<file path="src/rtl/sisc_mem_arb.sv">
// Round-robin arbiter and fixed-latency access sequencer that shares one
// synchronous memory between instruction fetch, data and debug requesters.
module sisc_mem_arb #(
  parameter int AW     = 8,
  parameter int DW     = 32,
  parameter int RD_LAT = 1
) (
  input  logic          clk,
  input  logic          rst,
  input  logic          if_req,
  input  logic [AW-1:0] if_addr,
  output logic          if_done,
  input  logic          d_req,
  input  logic          d_we,
  input  logic [AW-1:0] d_addr,
  input  logic [DW-1:0] d_wdata,
  output logic          d_done,
  input  logic          dbg_req,
  input  logic          dbg_we,
  input  logic [AW-1:0] dbg_addr,
  input  logic [DW-1:0] dbg_wdata,
  output logic          dbg_done,
  output logic [DW-1:0] rdata,
  output logic          mem_en,
  output logic          mem_we,
  output logic [AW-1:0] mem_addr,
  output logic [DW-1:0] mem_wdata,
  input  logic [DW-1:0] mem_rdata,
  output logic          busy
);

  typedef enum logic [1:0] {S_IDLE, S_ACCESS, S_WAIT, S_DONE} state_t;

  localparam logic [1:0] REQ_IF  = 2'd0;
  localparam logic [1:0] REQ_D   = 2'd1;
  localparam logic [1:0] REQ_DBG = 2'd2;
  localparam int         CW      = 3;

  state_t        state_q;
  logic [1:0]    ptr_q;
  logic [1:0]    id_q;
  logic [CW-1:0] cnt_q;
  logic [2:0]    done_q;
  logic          mem_en_q;
  logic          mem_we_q;
  logic          busy_q;
  logic [AW-1:0] mem_addr_q;
  logic [DW-1:0] mem_wdata_q;
  logic [DW-1:0] rdata_q;

  logic          gnt_vld_d;
  logic [1:0]    gnt_id_d;
  logic          sel_we_d;
  logic [AW-1:0] sel_addr_d;
  logic [DW-1:0] sel_wdata_d;

  // Search starts one past the last grant, so a lone requester always wins.
  function automatic logic [2:0] rr_pick(input logic [2:0] req, input logic [1:0] ptr);
    logic [1:0] c;
    logic       found;
    rr_pick = 3'b000;
    found   = 1'b0;
    c       = ptr;
    for (int k = 0; k < 3; k++) begin
      c = (c == REQ_DBG) ? REQ_IF : c + 2'd1;
      if (!found && req[c]) begin
        found   = 1'b1;
        rr_pick = {1'b1, c};
      end
    end
  endfunction

  function automatic logic [2:0] done_vec(input logic [1:0] id);
    done_vec = 3'b001 << id;
  endfunction

  always_comb begin
    {gnt_vld_d, gnt_id_d} = rr_pick({dbg_req, d_req, if_req}, ptr_q);
    sel_we_d    = 1'b0;
    sel_addr_d  = if_addr;
    sel_wdata_d = '0;
    case (gnt_id_d)
      REQ_D: begin
        sel_we_d    = d_we;
        sel_addr_d  = d_addr;
        sel_wdata_d = d_wdata;
      end
      REQ_DBG: begin
        sel_we_d    = dbg_we;
        sel_addr_d  = dbg_addr;
        sel_wdata_d = dbg_wdata;
      end
      default: ;
    endcase
  end

  // The mem_* registers double as the latched request; they clear after ACCESS.
  always_ff @(posedge clk) begin
    if (rst) begin
      state_q     <= S_IDLE;
      ptr_q       <= REQ_DBG;
      id_q        <= REQ_IF;
      cnt_q       <= '0;
      done_q      <= '0;
      mem_en_q    <= 1'b0;
      mem_we_q    <= 1'b0;
      mem_addr_q  <= '0;
      mem_wdata_q <= '0;
      rdata_q     <= '0;
      busy_q      <= 1'b0;
    end else begin
      mem_en_q    <= 1'b0;
      mem_we_q    <= 1'b0;
      mem_addr_q  <= '0;
      mem_wdata_q <= '0;
      done_q      <= '0;
      case (state_q)
        S_IDLE: begin
          if (gnt_vld_d) begin
            state_q     <= S_ACCESS;
            busy_q      <= 1'b1;
            ptr_q       <= gnt_id_d;
            id_q        <= gnt_id_d;
            mem_en_q    <= 1'b1;
            mem_we_q    <= sel_we_d;
            mem_addr_q  <= sel_addr_d;
            mem_wdata_q <= sel_wdata_d;
          end
        end
        S_ACCESS: begin
          if (mem_we_q) begin
            state_q <= S_DONE;
            done_q  <= done_vec(id_q);
          end else begin
            state_q <= S_WAIT;
            cnt_q   <= CW'(RD_LAT);
          end
        end
        S_WAIT: begin
          cnt_q <= cnt_q - CW'(1);
          if (cnt_q == CW'(1)) begin
            rdata_q <= mem_rdata;
            state_q <= S_DONE;
            done_q  <= done_vec(id_q);
          end
        end
        S_DONE: begin
          state_q <= S_IDLE;
          busy_q  <= 1'b0;
        end
        default: state_q <= S_IDLE;
      endcase
    end
  end

  assign if_done   = done_q[0];
  assign d_done    = done_q[1];
  assign dbg_done  = done_q[2];
  assign mem_en    = mem_en_q;
  assign mem_we    = mem_we_q;
  assign mem_addr  = mem_addr_q;
  assign mem_wdata = mem_wdata_q;
  assign rdata     = rdata_q;
  assign busy      = busy_q;

endmodule

</file>
<file path="config.mk">
export PLATFORM = sky130hd
export DESIGN_NAME = sisc_mem_arb
export DESIGN_NICKNAME = d
export VERILOG_FILES = /design/src/rtl/sisc_mem_arb.sv
export SDC_FILE = /design/constraint.sdc
export NUM_CORES = 1
export LEC_CHECK = 0
export ABC_AREA = 0
export CAP_MARGIN = 20
export CORE_MARGIN = 1.5
export CORE_UTILIZATION = 56
export CTS_BUF_LIST = sky130_fd_sc_hd__clkbuf_16
export DETAILED_ROUTE_END_ITERATION = 7
export DONT_BUFFER_PORTS = 1
export PLACE_DENSITY = 0.83
export SLEW_MARGIN = 20
export SYNTH_ARGS = -nofsm -noshare
export SYNTH_HDL_FRONTEND = slang
export SYNTH_SLANG_ARGS = --single-unit
</file>
<file path="constraint.sdc">
create_clock -name clk -period 1.8 [get_ports clk]
set_input_delay 0.18 -clock clk [delete_from_list [all_inputs] [get_ports clk]]
set_output_delay 0.18 -clock clk [all_outputs]
set_load 0.005 [all_outputs]
</file>
==> After elaboration in Yosys (flattened, before gate mapping) <==
Cells that the tools add are included.
W data, S select, Z words.
{ "word_totals": {"output_inout_bits": 78, "inputBits": 127, "register_bits": 87} }
{ "op_classes": {"n_addsub": 4, "eq_ne": 12, "shifts": 1, "order_cmp": 3, "n_bitwise": 2, "reduce_logical": 14, "muxes": 29} }
{ "op_table": {"columns": ["operator", "count"], "rows": [
  ["$pmux W32 S2", 1],
  ["$mux W3", 6],
  ["$pmux W8 S2", 1],
  ["$eq A2 B2 Y1 const B", 6],
  ["$pmux W3 S2", 2],
  ["$mux W2", 5],
  ["$reduce_and A2 Y1", 5],
  ["$lt A2 B3 Y1 const B", 3],
  ["$mux W1", 8],
  ["$pmux W2 S4", 1],
  ["$add A2 B1 Y2 const B", 3],
  ["$bmux W1 S2", 3],
  ["$ne A2 B2 Y1 const B", 3],
  ["$eq A2 B1 Y1 const B", 2],
  ["$pmux W1 S2", 2],
  ["$reduce_bool A2 Y1", 2],
  ["$eq A3 B1 Y1 const B", 1],
  ["$reduce_or A3 Y1", 1],
  ["$shl A1 B2 Y3 const A", 1],
  ["$sub A3 B1 Y3 const B", 1],
  ["$logic_and A1 B1 Y1", 2],
  ["$logic_not A1 Y1", 2],
  ["$logic_not A2 Y1", 1],
  ["$not A1 Y1", 2],
  ["$reduce_or A2 Y1", 1]
]} }

==> Logic depth before layout (Yosys ltp) <==
Gate-level depths: netlist (run 1).
{ "depth": {"word_depth": 13, "depth_mapped": 11, "depth_no_buf": 9} }

==> Worst setup path before layout (run 1) <==
No wires, ideal clock.
{ "synth_timing": {"path_type": "register to register", "start": "reg ptr_q[0]", "end": "reg mem_wdata_q[10] (netlist: mem_wdata[10])", "n_path_buf": 3, "setup_slack_ns": -0.186, "arrival_time_ns": 1.921, "path_stages_with_launch": 11, "synth_period_minus_slack_ns": 1.986, "setup_ns": 0.065, "path_cell_list": "dfxtp_1 > nor2b_1 > o22ai_1 > nand2_1 > inv_1 > ha_1 > buf_6 > or4b_1 > buf_2 > buf_6 > nor2_1"} }
{ "synth_via": {"elab_chain_cells": 13, "elab_cells_between_ends": 29, "classes_between": "add/sub (3); eq/ne (5); mux (15); bitwise (1); reduce/logical (5)"} }
{ "synth_lines": {"columns": ["element", "line", "text"], "rows": [
  ["start, declared", "40", "logic [1:0] ptr_q;"],
  ["start signal, assigned", "122", "ptr_q <= gnt_id_d;"],
  ["$add A2 B1 Y2 or $eq A2 B2 Y1 (tied branches)", "65", "c = (c == REQ_DBG) ? REQ_IF : c + 2'd1;"],
  ["$mux W2 (*)", "65", null],
  ["parallel branches: the longest is 8 deep, another holds $add A2 B1 Y2", null, null],
  ["$mux W3 (*)", "66", "if (!found && req[c]) begin"],
  ["named net gnt_id_d[1]", "52", "logic [1:0] gnt_id_d;"],
  ["$eq A2 B2 Y1 or $eq A2 B1 Y1 (tied branches)", "82", "case (gnt_id_d)"],
  ["$pmux W32 S2 (*)", "82", null],
  ["end signal, assigned", "127", "mem_wdata_q <= sel_wdata_d;"],
  ["end, declared", "48", "logic [DW-1:0] mem_wdata_q;"]
]} }
Mark *: on every way through the listed nets, which the timed path passes. The select of a mux whose other input is x is not followed.
A chain may end at the register's enable or synchronous reset.

==> Worst setup path after layout (run 1) <==
{ "layout_timing": {"start": "reg ptr_q[1]", "end": "reg mem_wdata_q[24] (netlist: mem_wdata[24])"} }
{ "layout_via": {"elab_chain_cells": 13, "elab_cells_between_ends": 29, "classes_between": "add/sub (3); eq/ne (5); mux (15); bitwise (1); reduce/logical (5)"} }
{ "layout_lines": {"columns": ["element", "line"], "rows": [
  ["$add A2 B1 Y2 or $eq A2 B2 Y1 (tied branches)", "65"],
  ["$mux W2 (*)", "65"],
  ["parallel branches: the longest is 8 deep, another holds $add A2 B1 Y2", null],
  ["$mux W3 (*)", "66"],
  ["$eq A2 B2 Y1, or another cell as far along", "82"],
  ["$pmux W32 S2 or $reduce_or A3 Y1 (tied branches)", null]
]} }
Mark *: on every way between the ends. The select of a mux whose other input is x is not followed.

==> results_dict.tcl, run 1 <==
set metrics [dict create \
    status "finished, violations left" \
    violations "negative hold slack, negative setup slack" \
    clock_path_buffers 2 \
    synth_seq_cells 86 \
    drt_iter0_markers 176 \
    drive_gt1_share_pct 15.4 \
    dr.pass1.iters 4 \
    clkTransAtPathRegs_ns 0.06 \
    p_leak_nw 1.36 \
    power.density_nw_per_um2 1390 \
    crit_chain "nor2b_1 > o22ai_1 > nand2_1 > ha_4 > or4b_4 > clkbuf_16 > nor2_1" \
    fp.dieW_um 78.8 \
    die_h_um 78.8 \
    netlist-cell-type-count 26 \
    stdcell_area_um2 3820 \
    ctsHoldBuffers 9 \
    track_usage_pct 22.7 \
    r2r_slack_ns -0.09 \
    syn-num-nets 510 \
    synth_top_area_cell "dfxtp_1" \
    core_um2 5510 \
    viasPerCell 5.81 \
    synth_seq_area_share_pct 53.5 \
    wl_um 8140 \
    synth_area_um2 3220 \
    layout.nets 513 \
    root_buffer "clkbuf_16" \
    num_vias 2640 \
    dp_hpwl_um 5260 \
    ant_nets 0 \
    setup_viol 33 \
    cap_violations 0 \
    crit_arrival_ns 2.15 \
    peakVddDrop_v 0.000794 \
    rsz0062_at_grt "yes" \
    place_area_um2 3250 \
    diodes 0 \
    cts_sinks 86 \
    max_freq_mhz 529 \
    num_rows 27 \
    cts_buffers 9 \
    grt_pass1_wl_um 10800 \
    place_congestion 0.795 \
    wl_per_cell_um 17.9 \
    syn_avg_cell_area_um2 8.60 \
    syn2layout_area_growth_pct 18.9 \
    fin_hold_ws_ns -0.0853 \
    syn_inst 374 \
    antenna_found_initial 0 \
    period_share_pct 105 \
    cp-end-kind "register" \
    dp_slack_ns -0.117 \
    num_io_pins 205 \
    grt_pass1_vias 2386 \
    min_period_ns 1.89 \
    drcViolationCount 0 \
    worstPathRequired_ns 2.06 \
    slowest_delay_ns 0.58 \
    synth_area_leaders "dfxtp_1 (54%), a22oi_1 (9.6%), nand2_1 (8.3%)" \
    grt_overflow 0 \
    dieArea_um2 6210 \
    tritoncts "done" \
    critPathKind "reg2reg" \
    finalHoldViolCount 37 \
    htreeDepth 3 \
    clkLatencyLatePin_ns 0.33 \
    finalMaxSlewViolations 0 \
    start_util_pct 58.4 \
    tns_ns -2.14 \
    max_slew_margin_pct 65.0 \
    portBuffers 0 \
    grt_max_degree 45 \
    hp-class "in2reg" \
    ys_warn_count 0 \
    skew_ns 0.00824 \
    worst_pin_slew_ns 0.521 \
    slowest_stage "or4b_4" \
    critPathLaunchType "register" \
    setup_ws_ns -0.0914 \
    cp_max_fo 16 \
    netlist.area_leader.share_pct 53.5 \
]
## placed cells by master, fill, tap and decap left out, types with 3 or more instances in the layout
cell type	count
inv_1	8
nor2_2	17
buf_4	7
ha_1	6
nand2_1	71
nor2b_1	4
nor3b_1	3
nor2_1	34
clkbuf_16	12
a21oi_1	45
dlygate4sd3_1	9
dfxtp_1	84
a22oi_1	40
o21ai_0	7
## timing repair
item	4_1_cts	5_1_grt
hold endpoints to repair	46	37
setup buffers	0	1
pin swaps	0	1
resized for setup	2	27
cloned	0	3
setup endpoints to repair	33	63
## final timing paths
path              from  depth (start not counted)       endpoint
min                rst                          1      rdata[19]
max           ptr_q[1]                          7  mem_wdata[24]
max reg2reg   ptr_q[1]                          7  mem_wdata[24]
min reg2reg  rdata[25]                          2      rdata[25]
## critical path: cells and delay by family, from the launching register on
family | cells | cell delay, ns
buffers and inverters | 1 | 0.21
DFF | 1 | 0.36
AOI/OAI and AO/OA | 1 | 0.13
adders and majority gates | 1 | 0.24
and+or+nand+nor | 4 | 0.88
## logic make-up (layout without fill, tap and decap cells)
group	after synthesis	after routing	synth area share, %
simple gates	142	142	18.3
compound gates	98	98	18.9
flops	86	86	53.5
buf+inv	38	46	5.49
fa+ha+maj	9	9	3.50
mux	1	1	0.311
## Yosys cell counts
cell type  number
a21oi_1        45
o22ai_1         2
nand2b_1        3
nor2b_1         4
inv_1           9
a22oi_1        41
ha_1            9
o21ai_0         7
mux2i_1         1
dfxtp_1        86
a221oi_1        1
buf_6           4
buf_1           1
nand3b_1        2
or4b_1          1
clkbuf_2        1
nor3_1          2
clkbuf_1       21
or2_2           3
nand2_1        71
a22o_1          1
buf_2           2
nor3b_1         3
nor2_1         52
a2bb2oi_1       1
and2_1          1
## area by class of cell
cell class	instances	area, µm²
inverters	9	33.8
fillers	428	1680
repair buffers	21	258
multi-input cells	250	1420
well taps	72	90.1
flip-flops and latches	86	1720
clock inverters	7	73.8
clock buffers	9	225
## routing by layer
layer	part of all wire, %	GRT usage, %
met5	0	0
met2	52	38.4
met3	7.6	7.82
met4	1.6	10.4
met1	39	25.8
## per-stage QoR
stage / utilization (%) / instances / hold slack, ns / power, mW
2_1_floorplan: - / 374 / 0.316 / 3.08
3_3_place_gp: 59.1 / 425 / 0.252 / 3.21
3_5_place_dp: 59.1 / 425 / 0.254 / 3.27
4_1_cts: 66.2 / 450 / -0.0937 / 5.11
5_1_grt: 69.5 / 454 / -0.103 / 5.59
6_report: 69.5 / 454 / -0.0853 / 5.32
## sequential cells by signal, summed over array words and instances, names as in the netlist
| name | flops |
|---|---|
| state_q | 2 |
| ptr_q | 2 |
| mem_en | 1 |
| id_q | 1 |
| mem_wdata | 32 |
| mem_addr | 8 |
| rdata | 32 |
| mem_we | 1 |
| done_q | 3 |
| cnt_q | 3 |
| busy | 1 |
## report_power, final
group / leakage (nW) / internal [mW] / switching [mW]
combinational: 0.517 / 0.553 / 0.702
clock: 0.146 / 1.08 / 0.739
sequential: 0.697 / 2.10 / 0.141
total: 1.36 / 3.73 / 1.58
(Power assumes the default switching activity.)
==> run 2: changes to the inputs <==
Settings changed: PLACE_DENSITY 0.83 to 0.85.
==> run 2 against run 1 <==
  * The run still ends with negative hold slack, negative setup slack left
  * Die area stayed put
  * Maximum frequency is 1.4% higher
  * Via count is 1.5% lower
  * Non-clock buffer count is 6 lower
  * Critical endpoint is now mem_wdata[3]
==> results_dict.tcl, run 2 (same netlist as run 1, synthesis figures left out) <==
set metrics [dict create \
    status "finished, violations left" \
    worstPathRequired_ns 2.07 \
    finalCoreUtilization_pct 69.1 \
    startpoint "ptr_q[1]" \
    intPower_mw 3.70 \
    cts_buffers 9 \
    cp_max_fo 7 \
    grt_overflow 0 \
    swShare_pct 29.3 \
    rsz0062_at_grt "yes" \
    hp-class "in2reg" \
    place_congestion 0.722 \
    fp.dieW_um 78.8 \
    syn2layout_area_growth_pct 18.2 \
    dp_hpwl_um 5370 \
    viasPerCell 5.82 \
    diodes 0 \
    grt_pass1_vias 2414 \
    r2r_start "ptr_q[1]" \
    finalHoldViolCount 39 \
    num_vias 2601 \
    wl_um 7700 \
    violations "negative hold slack, negative setup slack" \
    fin_hold_ws_ns -0.0793 \
    drcViolationCount 0 \
    num_rows 27 \
    hp-start "rst" \
    worst_pin_slew_ns 0.461 \
    clkTransAtPathRegs_ns 0.06 \
    layout_common_cells "dfxtp_1 (84), nand2_1 (71), a21oi_1 (44)" \
    period_share_pct 104 \
    grt_pass1_wl_um 11000 \
    dp_slack_ns -0.115 \
    max_freq_mhz 536 \
    p_sw_mw 1.53 \
    drt_iter0_markers 152 \
    ant_nets 0 \
    setup_viol 33 \
    slowest_stage "or4b_4" \
    antenna_found_initial 0 \
    cap_violations 0 \
    p_leak_nw 1.33 \
    setup_ws_ns -0.0648 \
    seqCellArea_um2 1720 \
    min_period_ns 1.86 \
    cp-end-kind "register" \
    dr.pass1.iters 4 \
    num_io_pins 205 \
    cts_sinks 86 \
    pwr-share-comb_pct 24.0 \
    clock_power_share_pct 33.2 \
    start_util_pct 58.4 \
    final_common_cell "dfxtp_1" \
    clkLatencyLatePin_ns 0.33 \
    crit_chain "nor2b_1 > o22ai_1 > nand2_1 > ha_4 > or4b_4 > clkbuf_16 > nor2_1" \
    critPathLaunchType "register" \
    drive_gt1_share_pct 16.0 \
    tns_ns -1.40 \
    crit_arrival_ns 2.13 \
    slowest_delay_ns 0.63 \
    track_usage_pct 23.2 \
    grt_max_degree 45 \
    htreeDepth 3 \
    multi_input_area_um2 1470 \
    power.density_nw_per_um2 1370 \
    finalMaxSlewViolations 0 \
    portBuffers 0 \
    peakVddDrop_v 0.000733 \
    max_slew_margin_pct 69.1 \
    dieArea_um2 6210 \
    p_total_mw 5.23 \
    core_um2 5510 \
    root_buffer "clkbuf_16" \
    seqPwrFrac_pct 42.8 \
    layout.nets 507 \
    clock_path_buffers 2 \
    fillers 443 \
    skew_ns 0.00793 \
    wl_per_cell_um 17.2 \
    tritoncts "done" \
    die_h_um 78.8 \
    critPathKind "reg2reg" \
    ctsHoldBuffers 1 \
]
[run 2: cell types whose count changed in the layout (fill, tap and decap cells not counted), moves of 2 or more]
| cell | previous run | this run |
|---|---|---|
| inv_1 | 8 | 10 |
| nor2_1 | 34 | 28 |
| clkinv_4 | 2 | 0 |
| clkbuf_16 | 12 | 10 |
| nor2_4 | 1 | 11 |
| clkinv_2 | 2 | 0 |
| buf_6 | 0 | 2 |
| buf_16 | 0 | 2 |
| nor2_2 | 17 | 13 |
| dlygate4sd3_1 | 9 | 1 |
[run 2: through the flow]
step                      cell area [µm²]  instances
final                                3800        447
after global routing                 3800        447
after CTS                            3660        446
after detailed placement             3250        425
after global placement               3250        425
after floorplan                      3220        374
[run 2: area by class of cell]
cell class	instances	share of cell area, %
Inverter	9	0.888
Timing Repair Buffer	15	5.40
Clock buffer	9	5.92
Sequential cell	86	45.3
Clock inverter	6	1.48
Multi-Input combinational cell	250	38.6
Tap cell	72	2.37
[run 2: timing repair]
item                       4_1_cts  5_1_grt
cloned                           2        1
pin swaps                        4        2
setup endpoints to repair       33       68
resized for setup               12       34
setup buffers                    3        0
hold endpoints to repair        40       39
[run 2: metal layers]
metal | up-vias | part of all wire [%] | track usage, %
met3 | 18 | 6.3 | 6.90
met4 | 0 | 2.6 | 13.9
met2 | 106 | 54 | 40.2
met5 | - | 0 | 0
met1 | 1228 | 38 | 24.8
li1 | 1249 | - | -
[run 2: power by group through the flow]
stage | logic [mW] | clock network (mW) | registers [mW]
floorplan | 0.839 | 0 | 2.24
global placement | 0.951 | 0 | 2.27
detailed placement | 1.01 | 0 | 2.28
CTS | 1.13 | 1.76 | 2.24
global route | 1.41 | 1.85 | 2.25
finish | 1.25 | 1.74 | 2.23
[run 2: worst max-delay path: cells and delay by family (launching register included)]
kind | cells | cell delay [ns]
buffers and inverters | 1 | 0.22
flip-flops | 1 | 0.35
adder cells (fa/ha/maj) | 1 | 0.26
AND/OR/NAND/NOR | 4 | 0.88
AO/OA/AOI/OAI | 1 | 0.11
[run 2: final timing paths]
path | endpoint | slack (ns) | depth (start not counted)
setup reg to reg | mem_wdata[3] | -0.06 | 7
setup / recovery | mem_wdata[3] | -0.06 | 7
hold reg to reg | rdata[29] | 0.47 | 2
hold / removal | rdata[14] | -0.08 | 1
==> run 3: changes to the inputs <==
Settings changed: SKIP_CTS_REPAIR_TIMING set to 1.
==> run 3 against run 2 <==
  * The run still ends with negative hold slack, negative setup slack left
  * Register-to-register slack better by 0.03 ns
  * Routed wire length down 2.5%
  * First-iteration DRC count down 11%
  * Count of clock-buffer cells in the layout unchanged
  * Clock power about the same
  * Worst hold slack about the same
  * Utilization down 2.0 points
  * Maximum frequency up 1.4%
  * Via count down 0.62%
  * Non-clock buffer count down 3
==> results_dict.tcl, run 3 (same netlist as run 1, synthesis figures left out) <==
set metrics [dict create \
    status "finished, violations left" \
    violations "negative hold slack, negative setup slack" \
    layout.nets 504 \
    setup_ws_ns -0.0391 \
    ant_nets 0 \
    htreeDepth 3 \
    antenna_found_initial 0 \
    clkLatencyLatePin_ns 0.33 \
    max_slew_margin_pct 69.4 \
    place_area_um2 3250 \
    viasPerCell 5.82 \
    fp.dieW_um 78.8 \
    r2r_start "ptr_q[1]" \
    die_h_um 78.8 \
    finalHoldViolCount 39 \
    fin_hold_ws_ns -0.0790 \
    dp_slack_ns -0.115 \
    root_buffer "clkbuf_16" \
    grt_max_degree 45 \
    min_period_ns 1.84 \
    critPathKind "reg2reg" \
    cts_sinks 86 \
    peakVddDrop_v 0.000728 \
    hp-start "rst" \
    worst_pin_slew_ns 0.455 \
    portBuffers 0 \
    core_um2 5510 \
    layout_common_cells "dfxtp_1 (84), nand2_1 (70), a21oi_1 (44)" \
    hp-class "in2reg" \
    tns_ns -0.606 \
    rsz0062_at_grt "yes" \
    period_share_pct 102 \
    grt_pass1_vias 2366 \
    startpoint "ptr_q[1]" \
    syn2layout_area_growth_pct 14.9 \
    critPathLaunchType "register" \
    dieArea_um2 6210 \
    drt_iter0_markers 136 \
    final_common_cell "dfxtp_1" \
    dp_hpwl_um 5370 \
    grt_pass1_wl_um 10600 \
    layout.cells.non_filler 444 \
    num_rows 27 \
    finalMaxSlewViolations 0 \
    place_congestion 0.722 \
    num_vias 2585 \
    cap_violations 0 \
    dr.pass1.iters 4 \
    worstPathRequired_ns 2.06 \
    dp_cells 425 \
    skew_ns 0.00569 \
    num_io_pins 205 \
    cts_buffers 9 \
    power.density_nw_per_um2 1390 \
    diodes 0 \
    tritoncts "done" \
    clock_path_buffers 2 \
    setup_viol 30 \
    stdcell_area_um2 3690 \
    drcViolationCount 0 \
    start_util_pct 58.4 \
    wl_um 7510 \
    wl_per_cell_um 16.9 \
    crit_arrival_ns 2.10 \
    cp-end-kind "register" \
    track_usage_pct 22.3 \
    p_leak_nw 1.30 \
    p_total_mw 5.12 \
    drive_gt1_share_pct 13.2 \
    grt_overflow 0 \
    clkTransAtPathRegs_ns 0.06 \
    max_freq_mhz 544 \
    cp_max_fo 14 \
]
==> run 3: final timing paths <==
path | endpoint | cells past startpoint | slack (ns)
setup / recovery | mem_wdata[30] | 7 | -0.04
hold / removal | rdata[14] | 1 | -0.08
setup reg to reg | mem_wdata[30] | 7 | -0.04
hold reg to reg | rdata[11] | 2 | 0.47
==> run 3: metal layers <==
layer | vias to the layer above | share of wire (%) | routed length (µm) | track usage [%]
li1 | 1240 | - | - | -
met1 | 1223 | 39 | 2910 | 23.5
met2 | 102 | 52 | 3880 | 38.2
met3 | 20 | 6.6 | 493 | 6.78
met4 | 0 | 2.9 | 221 | 14.8
met5 | - | 0 | 0 | 0
==> run 3: area by class of cell <==
type,count,area (µm²)
clock buffer,9,225
clock inverter,6,56.3
fill,462,1810
inverter,9,33.8
multi-input combinational,250,1410
sequential,86,1720
tap,72,90.1
timing repair buffer,12,154
==> run 3: where the power goes <==
part / internal [mW] / switching [mW]
sequential: 2.10 / 0.134
clock: 1.05 / 0.676
combinational: 0.499 / 0.660
total: 3.65 / 1.47
==> run 3: per-stage QoR <==
| step | util, % | hold slack [ns] |
|---|---|---|
| after floorplan | - | 0.316 |
| after global placement | 59.1 | 0.252 |
| after detailed placement | 59.1 | 0.254 |
| after CTS | 64.2 | -0.0912 |
| after global routing | 67.1 | -0.0958 |
| final | 67.1 | -0.0790 |
==> run 3: worst max-delay path, stage by stage, from the launching register on <==
cell and delay [ns]:
dfxtp_2 0.35, nor2b_1 0.05, o22ai_1 0.14, nand2_2 0.11
ha_4 0.25, or4b_4 0.60, clkbuf_16 0.20, nor2_1 0.08
